File: src/rtl/alu_seq_nbit_if.sv
// Operation/result bus of the sequential ALU.
// master = pipeline controller (issues ops, samples results)
// slave  = ALU.
interface alu_seq_nbit_if #(
    parameter int WIDTH = 16
);
    logic             InValid;
    logic             InReady;
    logic [7:0]       OP;
    logic [WIDTH-1:0] FirstOperand;
    logic [WIDTH-1:0] SeconedOperand;
    logic             OutValid;
    logic [WIDTH-1:0] Result;
    logic             ZeroFlag;
    logic             CarryFlag;
    logic             NegativeFlag;
    logic             Error;

    modport master (
        output InValid, OP, FirstOperand, SeconedOperand,
        input  InReady, OutValid, Result, ZeroFlag, CarryFlag, NegativeFlag, Error
    );

    modport slave (
        input  InValid, OP, FirstOperand, SeconedOperand,
        output InReady, OutValid, Result, ZeroFlag, CarryFlag, NegativeFlag, Error
    );
endinterface

File: src/rtl/alu_seq_nbit.sv
// Registered N-bit ALU with valid/ready input handshake.
// Single-cycle ops (ADD/SUB/AND/OR/NOT/SHR/SHL) return one cycle after accept;
// MUL is an unsigned shift-add taking WIDTH steps. Invalid opcodes return
// Result=0 with an Error pulse and leave the flags untouched.
module alu_seq_nbit #(
    parameter int WIDTH = 16
) (
    input  logic           clk,
    input  logic           rst_n,
    input  logic           En,
    alu_seq_nbit_if.slave  bus
);
    localparam int CNT_W = $clog2(WIDTH + 1);

    localparam logic [0:0] IDLE = 1'b0;
    localparam logic [0:0] BUSY = 1'b1;

    localparam logic [7:0] OP_ADD = 8'b0000_0001;
    localparam logic [7:0] OP_SUB = 8'b0000_0010;
    localparam logic [7:0] OP_AND = 8'b0000_0100;
    localparam logic [7:0] OP_OR  = 8'b0000_1000;
    localparam logic [7:0] OP_NOT = 8'b0001_0000;
    localparam logic [7:0] OP_SHR = 8'b0010_0000;
    localparam logic [7:0] OP_SHL = 8'b0100_0000;

    logic [0:0]       stateReg;
    logic [CNT_W-1:0] countReg;
    logic [WIDTH-1:0] mcandReg;
    logic [WIDTH-1:0] accHiReg;
    logic [WIDTH-1:0] mplierReg;
    logic [WIDTH-1:0] resultReg;
    logic             zeroReg;
    logic             carryReg;
    logic             negReg;
    logic             outValidReg;
    logic             errorReg;

    logic             accept;
    logic             opValid;
    logic [WIDTH-1:0] aluRes;
    logic             aluCarry;
    logic [WIDTH:0]   addFull;
    logic [WIDTH:0]   subFull;
    logic             shiftTooBig;
    logic [WIDTH:0]   stepSum;
    logic [WIDTH-1:0] stepAccHi;
    logic [WIDTH-1:0] stepMplier;

    assign bus.InReady      = (stateReg == IDLE) && En;
    assign bus.OutValid     = outValidReg && En;
    assign bus.Error        = errorReg && En;
    assign bus.Result       = resultReg;
    assign bus.ZeroFlag     = zeroReg;
    assign bus.CarryFlag    = carryReg;
    assign bus.NegativeFlag = negReg;

    assign accept  = bus.InValid && bus.InReady;
    // Exactly one opcode bit set.
    assign opValid = (bus.OP != 8'd0) && ((bus.OP & (bus.OP - 8'd1)) == 8'd0);

    // Single-cycle datapath, evaluated directly on the presented operands.
    always_comb begin
        addFull     = {1'b0, bus.FirstOperand} + {1'b0, bus.SeconedOperand};
        subFull     = {1'b0, bus.FirstOperand} - {1'b0, bus.SeconedOperand};
        shiftTooBig = (bus.SeconedOperand >= WIDTH'(WIDTH));
        aluRes      = '0;
        aluCarry    = 1'b0;
        case (bus.OP)
            OP_ADD: begin aluRes = addFull[WIDTH-1:0]; aluCarry = addFull[WIDTH]; end
            OP_SUB: begin aluRes = subFull[WIDTH-1:0]; aluCarry = subFull[WIDTH]; end
            OP_AND: aluRes = bus.FirstOperand & bus.SeconedOperand;
            OP_OR:  aluRes = bus.FirstOperand | bus.SeconedOperand;
            OP_NOT: aluRes = ~bus.FirstOperand;
            OP_SHR: aluRes = shiftTooBig ? '0 : (bus.FirstOperand >> bus.SeconedOperand);
            OP_SHL: aluRes = shiftTooBig ? '0 : (bus.FirstOperand << bus.SeconedOperand);
            default: aluRes = '0;
        endcase
    end

    // One shift-add step on the {accHi, mplier} product register.
    always_comb begin
        stepSum    = {1'b0, accHiReg} + {1'b0, (mplierReg[0] ? mcandReg : {WIDTH{1'b0}})};
        stepAccHi  = stepSum[WIDTH:1];
        stepMplier = {stepSum[0], mplierReg[WIDTH-1:1]};
    end

    // Control FSM, multiply datapath and registered outputs; En low freezes all.
    always_ff @(posedge clk or negedge rst_n) begin
        if (!rst_n) begin
            stateReg    <= IDLE;
            countReg    <= '0;
            mcandReg    <= '0;
            accHiReg    <= '0;
            mplierReg   <= '0;
            resultReg   <= '0;
            zeroReg     <= 1'b0;
            carryReg    <= 1'b0;
            negReg      <= 1'b0;
            outValidReg <= 1'b0;
            errorReg    <= 1'b0;
        end else if (En) begin
            outValidReg <= 1'b0;
            errorReg    <= 1'b0;
            case (stateReg)
                IDLE: begin
                    if (accept) begin
                        if (!opValid) begin
                            resultReg   <= '0;
                            outValidReg <= 1'b1;
                            errorReg    <= 1'b1;
                        end else if (bus.OP[7]) begin
                            stateReg  <= BUSY;
                            countReg  <= CNT_W'(WIDTH);
                            accHiReg  <= '0;
                            mcandReg  <= bus.FirstOperand;
                            mplierReg <= bus.SeconedOperand;
                        end else begin
                            resultReg   <= aluRes;
                            zeroReg     <= (aluRes == '0);
                            carryReg    <= aluCarry;
                            negReg      <= aluRes[WIDTH-1];
                            outValidReg <= 1'b1;
                        end
                    end
                end
                BUSY: begin
                    accHiReg  <= stepAccHi;
                    mplierReg <= stepMplier;
                    countReg  <= countReg - CNT_W'(1);
                    // Last step: the stepped value is the full product.
                    if (countReg == CNT_W'(1)) begin
                        stateReg    <= IDLE;
                        resultReg   <= stepMplier;
                        zeroReg     <= (stepMplier == '0);
                        carryReg    <= |stepAccHi;
                        negReg      <= stepMplier[WIDTH-1];
                        outValidReg <= 1'b1;
                    end
                end
                default: stateReg <= IDLE;
            endcase
        end
    end
endmodule

File: src/flat_wrapper.sv
// flat-port wrapper written by rule: the top's interface ports become plain ports
module alu_seq_nbit_flat 
#(
    parameter int WIDTH = 16
)
  (clk, rst_n, En, bus_InValid, bus_OP, bus_FirstOperand, bus_SeconedOperand, bus_InReady, bus_OutValid, bus_Result, bus_ZeroFlag, bus_CarryFlag, bus_NegativeFlag, bus_Error);
  alu_seq_nbit_if #(.WIDTH(WIDTH)) bus_i ();
  input  logic clk;
  input  logic rst_n;
  input  logic En;
  input wire logic [$bits(bus_i.InValid)-1:0] bus_InValid;
  input wire logic [$bits(bus_i.OP)-1:0] bus_OP;
  input wire logic [$bits(bus_i.FirstOperand)-1:0] bus_FirstOperand;
  input wire logic [$bits(bus_i.SeconedOperand)-1:0] bus_SeconedOperand;
  output wire logic [$bits(bus_i.InReady)-1:0] bus_InReady;
  output wire logic [$bits(bus_i.OutValid)-1:0] bus_OutValid;
  output wire logic [$bits(bus_i.Result)-1:0] bus_Result;
  output wire logic [$bits(bus_i.ZeroFlag)-1:0] bus_ZeroFlag;
  output wire logic [$bits(bus_i.CarryFlag)-1:0] bus_CarryFlag;
  output wire logic [$bits(bus_i.NegativeFlag)-1:0] bus_NegativeFlag;
  output wire logic [$bits(bus_i.Error)-1:0] bus_Error;
  assign bus_i.InValid = bus_InValid;
  assign bus_i.OP = bus_OP;
  assign bus_i.FirstOperand = bus_FirstOperand;
  assign bus_i.SeconedOperand = bus_SeconedOperand;
  assign bus_InReady = bus_i.InReady;
  assign bus_OutValid = bus_i.OutValid;
  assign bus_Result = bus_i.Result;
  assign bus_ZeroFlag = bus_i.ZeroFlag;
  assign bus_CarryFlag = bus_i.CarryFlag;
  assign bus_NegativeFlag = bus_i.NegativeFlag;
  assign bus_Error = bus_i.Error;
  alu_seq_nbit #(.WIDTH(WIDTH)) u_core (.clk(clk), .rst_n(rst_n), .En(En), .bus(bus_i));
endmodule
File: config.mk
export PLATFORM = sky130hd
export DESIGN_NAME = alu_seq_nbit_flat
export DESIGN_NICKNAME = d
export VERILOG_FILES = /design/src/rtl/alu_seq_nbit_if.sv /design/src/rtl/alu_seq_nbit.sv /design/src/flat_wrapper.sv
export SDC_FILE = /design/constraint.sdc
export NUM_CORES = 1
export LEC_CHECK = 0
export ABC_CLOCK_PERIOD_IN_PS = 6800
export CAP_MARGIN = 15
export CORE_MARGIN = 1.5
export CORE_UTILIZATION = 50
export DETAILED_ROUTE_END_ITERATION = 10
export HOLD_SLACK_MARGIN = 0.15
export PLACE_DENSITY = 0.7
export RECOVER_POWER = 25
export SYNTH_ARGS = -nofsm -noshare
export SYNTH_HDL_FRONTEND = slang
export SYNTH_SLANG_ARGS = --single-unit
File: constraint.sdc
create_clock -name clk -period 6.8 [get_ports clk]
set_input_delay 1.02 -clock clk [delete_from_list [all_inputs] [get_ports clk]]
set_output_delay 1.02 -clock clk [all_outputs]
set_load 0.02 [all_outputs]
==> results.json <==
{
  "outcome": "finished, violations left",
  "violations": "capacitance limit, slew limit",
  "synth_cell_types": 93,
  "worstSetupPathType": "in2reg",
  "max_freq_mhz": 203,
  "avgSynthCellArea_sq_um": 8.39,
  "skew_ps": 12.1,
  "crit_arrival_ps": 5200,
  "synth_top_area_share_pct": 22.2,
  "grt_setup_unrepaired": "false",
  "ir_drop_v": 0.000229,
  "pwr_density_cell_nw_per_um2": 215,
  "leakage_uw": 0.00404,
  "worst_slew_pin_slew_ps": 4080,
  "highest-signal-layer": "met4",
  "synth_cells": 1006,
  "hpwl_mm": 20.2,
  "synth_seq_cells": 75,
  "whs_ps": 480,
  "synth_area_leaders": "dfrtp_1 (22%), ha_1 (9.8%), mux4_2 (6.1%)",
  "cts-resized-gates": 0,
  "clk_latency_ps": 350,
  "grt_pass1_vias": 7791,
  "met3WireLength_mm": 2.58,
  "setup_viol_count_final": 0,
  "final_util_pct": 56.5,
  "cts_buffers": 9,
  "antenna_found_initial": 0,
  "tns_ps": 0,
  "layout-drive-gt1-share_pct": 9.15,
  "drtPass1Iterations": 5,
  "num_vias": 8186,
  "max_slew_margin_pct": -172,
  "synth_warnings": 0,
  "drt_iter0_drc": 940,
  "synth_common_cells": "nand2_1 (129), dfrtp_1 (75), o21ai_0 (70)",
  "die_area_sq_um": 17700,
  "wl_per_cell_um": 22.2,
  "drc": 0,
  "die_y_um": 133,
  "ios": 66,
  "syn_to_final_growth_pct": 10.7,
  "post-cts-setup-buffers": 0,
  "gp_congestion": 1.04,
  "fin_crit_sh_pct": 72.5,
  "slowest_delay_ps": 550,
  "cts-htree-levels": 3,
  "async_reset_ff_share_pct": 100,
  "clkSlewWorstSetupHoldPaths_ps": 60,
  "critical-path-slowest-cell": "or4_1",
  "clockRootBuffer": "clkbuf_16",
  "cp-end-kind": "register",
  "portBuffers": 65,
  "synth_edf_count": 0,
  "routed_wl_mm": 27.4,
  "syn_area_sq_um": 8440,
  "rows": 47,
  "crit_fanout": 38,
  "synthFlopType": "dfrtp_1",
  "yosys.area.top_type": "dfrtp_1",
  "antenna_cells": 0,
  "overflow": 0,
  "wl_met2_mm": 11.6,
  "fp.coreArea_sq_um": 16500,
  "grt_max_degree": 76,
  "startpoint_type": "input port",
  "grt_usage_pct": 31.6,
  "grt_pass1_wl_mm": 43.7,
  "cts.sinks": 75,
  "synth_nets": 1119,
  "ys_seq_area_share_pct": 22.2,
  "initial_core_util_pct": 51.0,
  "cts_tree": "built",
  "yosysMostFrequentCell": "nand2_1",
  "maxCapViolations": 1,
  "antenna_left": 0,
  "fin_crit_ps": 4930,
  "holdBufCountCts": 0,
  "hold_path_class": "reg2reg",
  "hold_viol_final": 0,
  "critPathRequiredTime_ps": 7070,
  "die_w_um": 133,
  "hold-path-cell-count": 2,
  "critical_path.cell_chain": "clkdlybuf4s50_1 > buf_4 > inv_1 > ha_1 > a211oi_1 > o21ai_0 > a21o_1 > a221oi_1 > o211ai_1 > nor4_2 > nand4b_1 > or4_1 > o21ai_1",
  "cts_buffer_depth": 2,
  "vias_per_cell": 6.62,
  "nets": 1124,
  "ff2ff_path_depth": 12,
  "final_max_slew_viol_count": 76,
  "drt-met1-wl_mm": 12.3
}
## through the flow
stage	power [uW]	instance area (sq um)	worst slack, ps	std cells
3_5_place_dp	1520	9040	1560	1220
4_1_cts	2000	9340	1920	1236
5_1_grt	2130	9340	1550	1236
2_1_floorplan	1200	8440	2480	1006
6_report	2010	9340	1870	1236
3_3_place_gp	1510	9040	1690	1220
## cell type report
type / instances / area, sq um
Clock buffer: 9 / 225
Clock inverter: 7 / 70.1
Fill cell: 1523 / 7190
Inverter: 59 / 221
Multi-Input combinational cell: 795 / 5990
Sequential cell: 75 / 1880
Tap cell: 220 / 275
Timing Repair Buffer: 71 / 679
## critical path: cells and delay by family
kind	cells	cell delay (ps)
buf+inv	3	1210
compound gates	6	1440
simple gates	3	990
fa+ha+maj	1	510
## per-layer routing
metal	GRT usage (%)	vias up
met5	0	-
met4	13.6	0
met3	6.25	79
met2	45.7	447
met1	45.6	3899
li1	-	3761
## report_power, final
| group | internal, uW | total (uW) | switching [uW] | leakage (uW) |
|---|---|---|---|---|
| registers | 564 | 678 | 113 | 0.00101 |
| logic | 346 | 851 | 505 | 0.00288 |
| clock network | 258 | 481 | 223 | 0.000142 |
## state kept, by name (all words and copies together), names as in the netlist
| signal | count |
|---|---|
| u_core.accHiReg | 16 |
| u_core.bus.CarryFlag | 1 |
| u_core.bus.NegativeFlag | 1 |
| u_core.bus.Result | 16 |
| u_core.bus.ZeroFlag | 1 |
| u_core.countReg | 5 |
| u_core.errorReg | 1 |
| u_core.mcandReg | 16 |
| u_core.mplierReg | 16 |
| u_core.outValidReg | 1 |
| u_core.stateReg | 1 |
## cell usage in the layout (no fill, tap or decap), types with 6 or more instances in the layout
| master | instances |
|---|---|
| mux2_2 | 20 |
| nand4_1 | 8 |
| a21o_1 | 6 |
| o22ai_1 | 18 |
| ha_1 | 66 |
| o2111ai_1 | 7 |
| a211oi_1 | 8 |
| o221ai_1 | 12 |
| o21bai_1 | 7 |
| nor2_1 | 46 |
| a221oi_1 | 6 |
| dfrtp_1 | 75 |
| nor3_1 | 21 |
| buf_4 | 6 |
| a31oi_1 | 9 |
| a22oi_1 | 16 |
| o21a_1 | 7 |
| inv_1 | 56 |
| o21ai_0 | 69 |
| nor4_1 | 13 |
| nand3_1 | 19 |
| clkbuf_16 | 9 |
| o211ai_1 | 12 |
| nor2b_1 | 8 |
| nand2b_1 | 17 |
| o31ai_1 | 12 |
| and2_1 | 24 |
| mux2i_1 | 32 |
| mux4_2 | 23 |
| a21oi_1 | 46 |
| nand2_1 | 129 |
| clkdlybuf4s50_1 | 62 |
| xnor2_1 | 19 |
## path summary, 6_finish.rpt
check	start	to	slack (ps)
setup / recovery	bus_SeconedOperand[2]	u_core.bus.ZeroFlag	1870
hold / removal	u_core.bus.Result[4]	u_core.bus.Result[4]	480
setup reg to reg	u_core.mplierReg[0]	u_core.bus.CarryFlag	3010
hold reg to reg	u_core.bus.Result[4]	u_core.bus.Result[4]	480
max in group asynchronous	rst_n	u_core.bus.ZeroFlag	2410
min in group asynchronous	rst_n	u_core.mplierReg[9]	2090
## kinds of logic after synthesis
kind of cell               Yosys count  synth area share (%)
AOI/OAI and AO/OA                  297                  24.5
xor gates and xnor gates            23                  2.39
adders and majority gates           70                  10.6
buffers and inverters              136                  6.94
DFF                                 75                  22.2
muxes                               79                  13.9
and+or+nand+nor                    326                  19.4
Power figures use the tool's default switching activity.
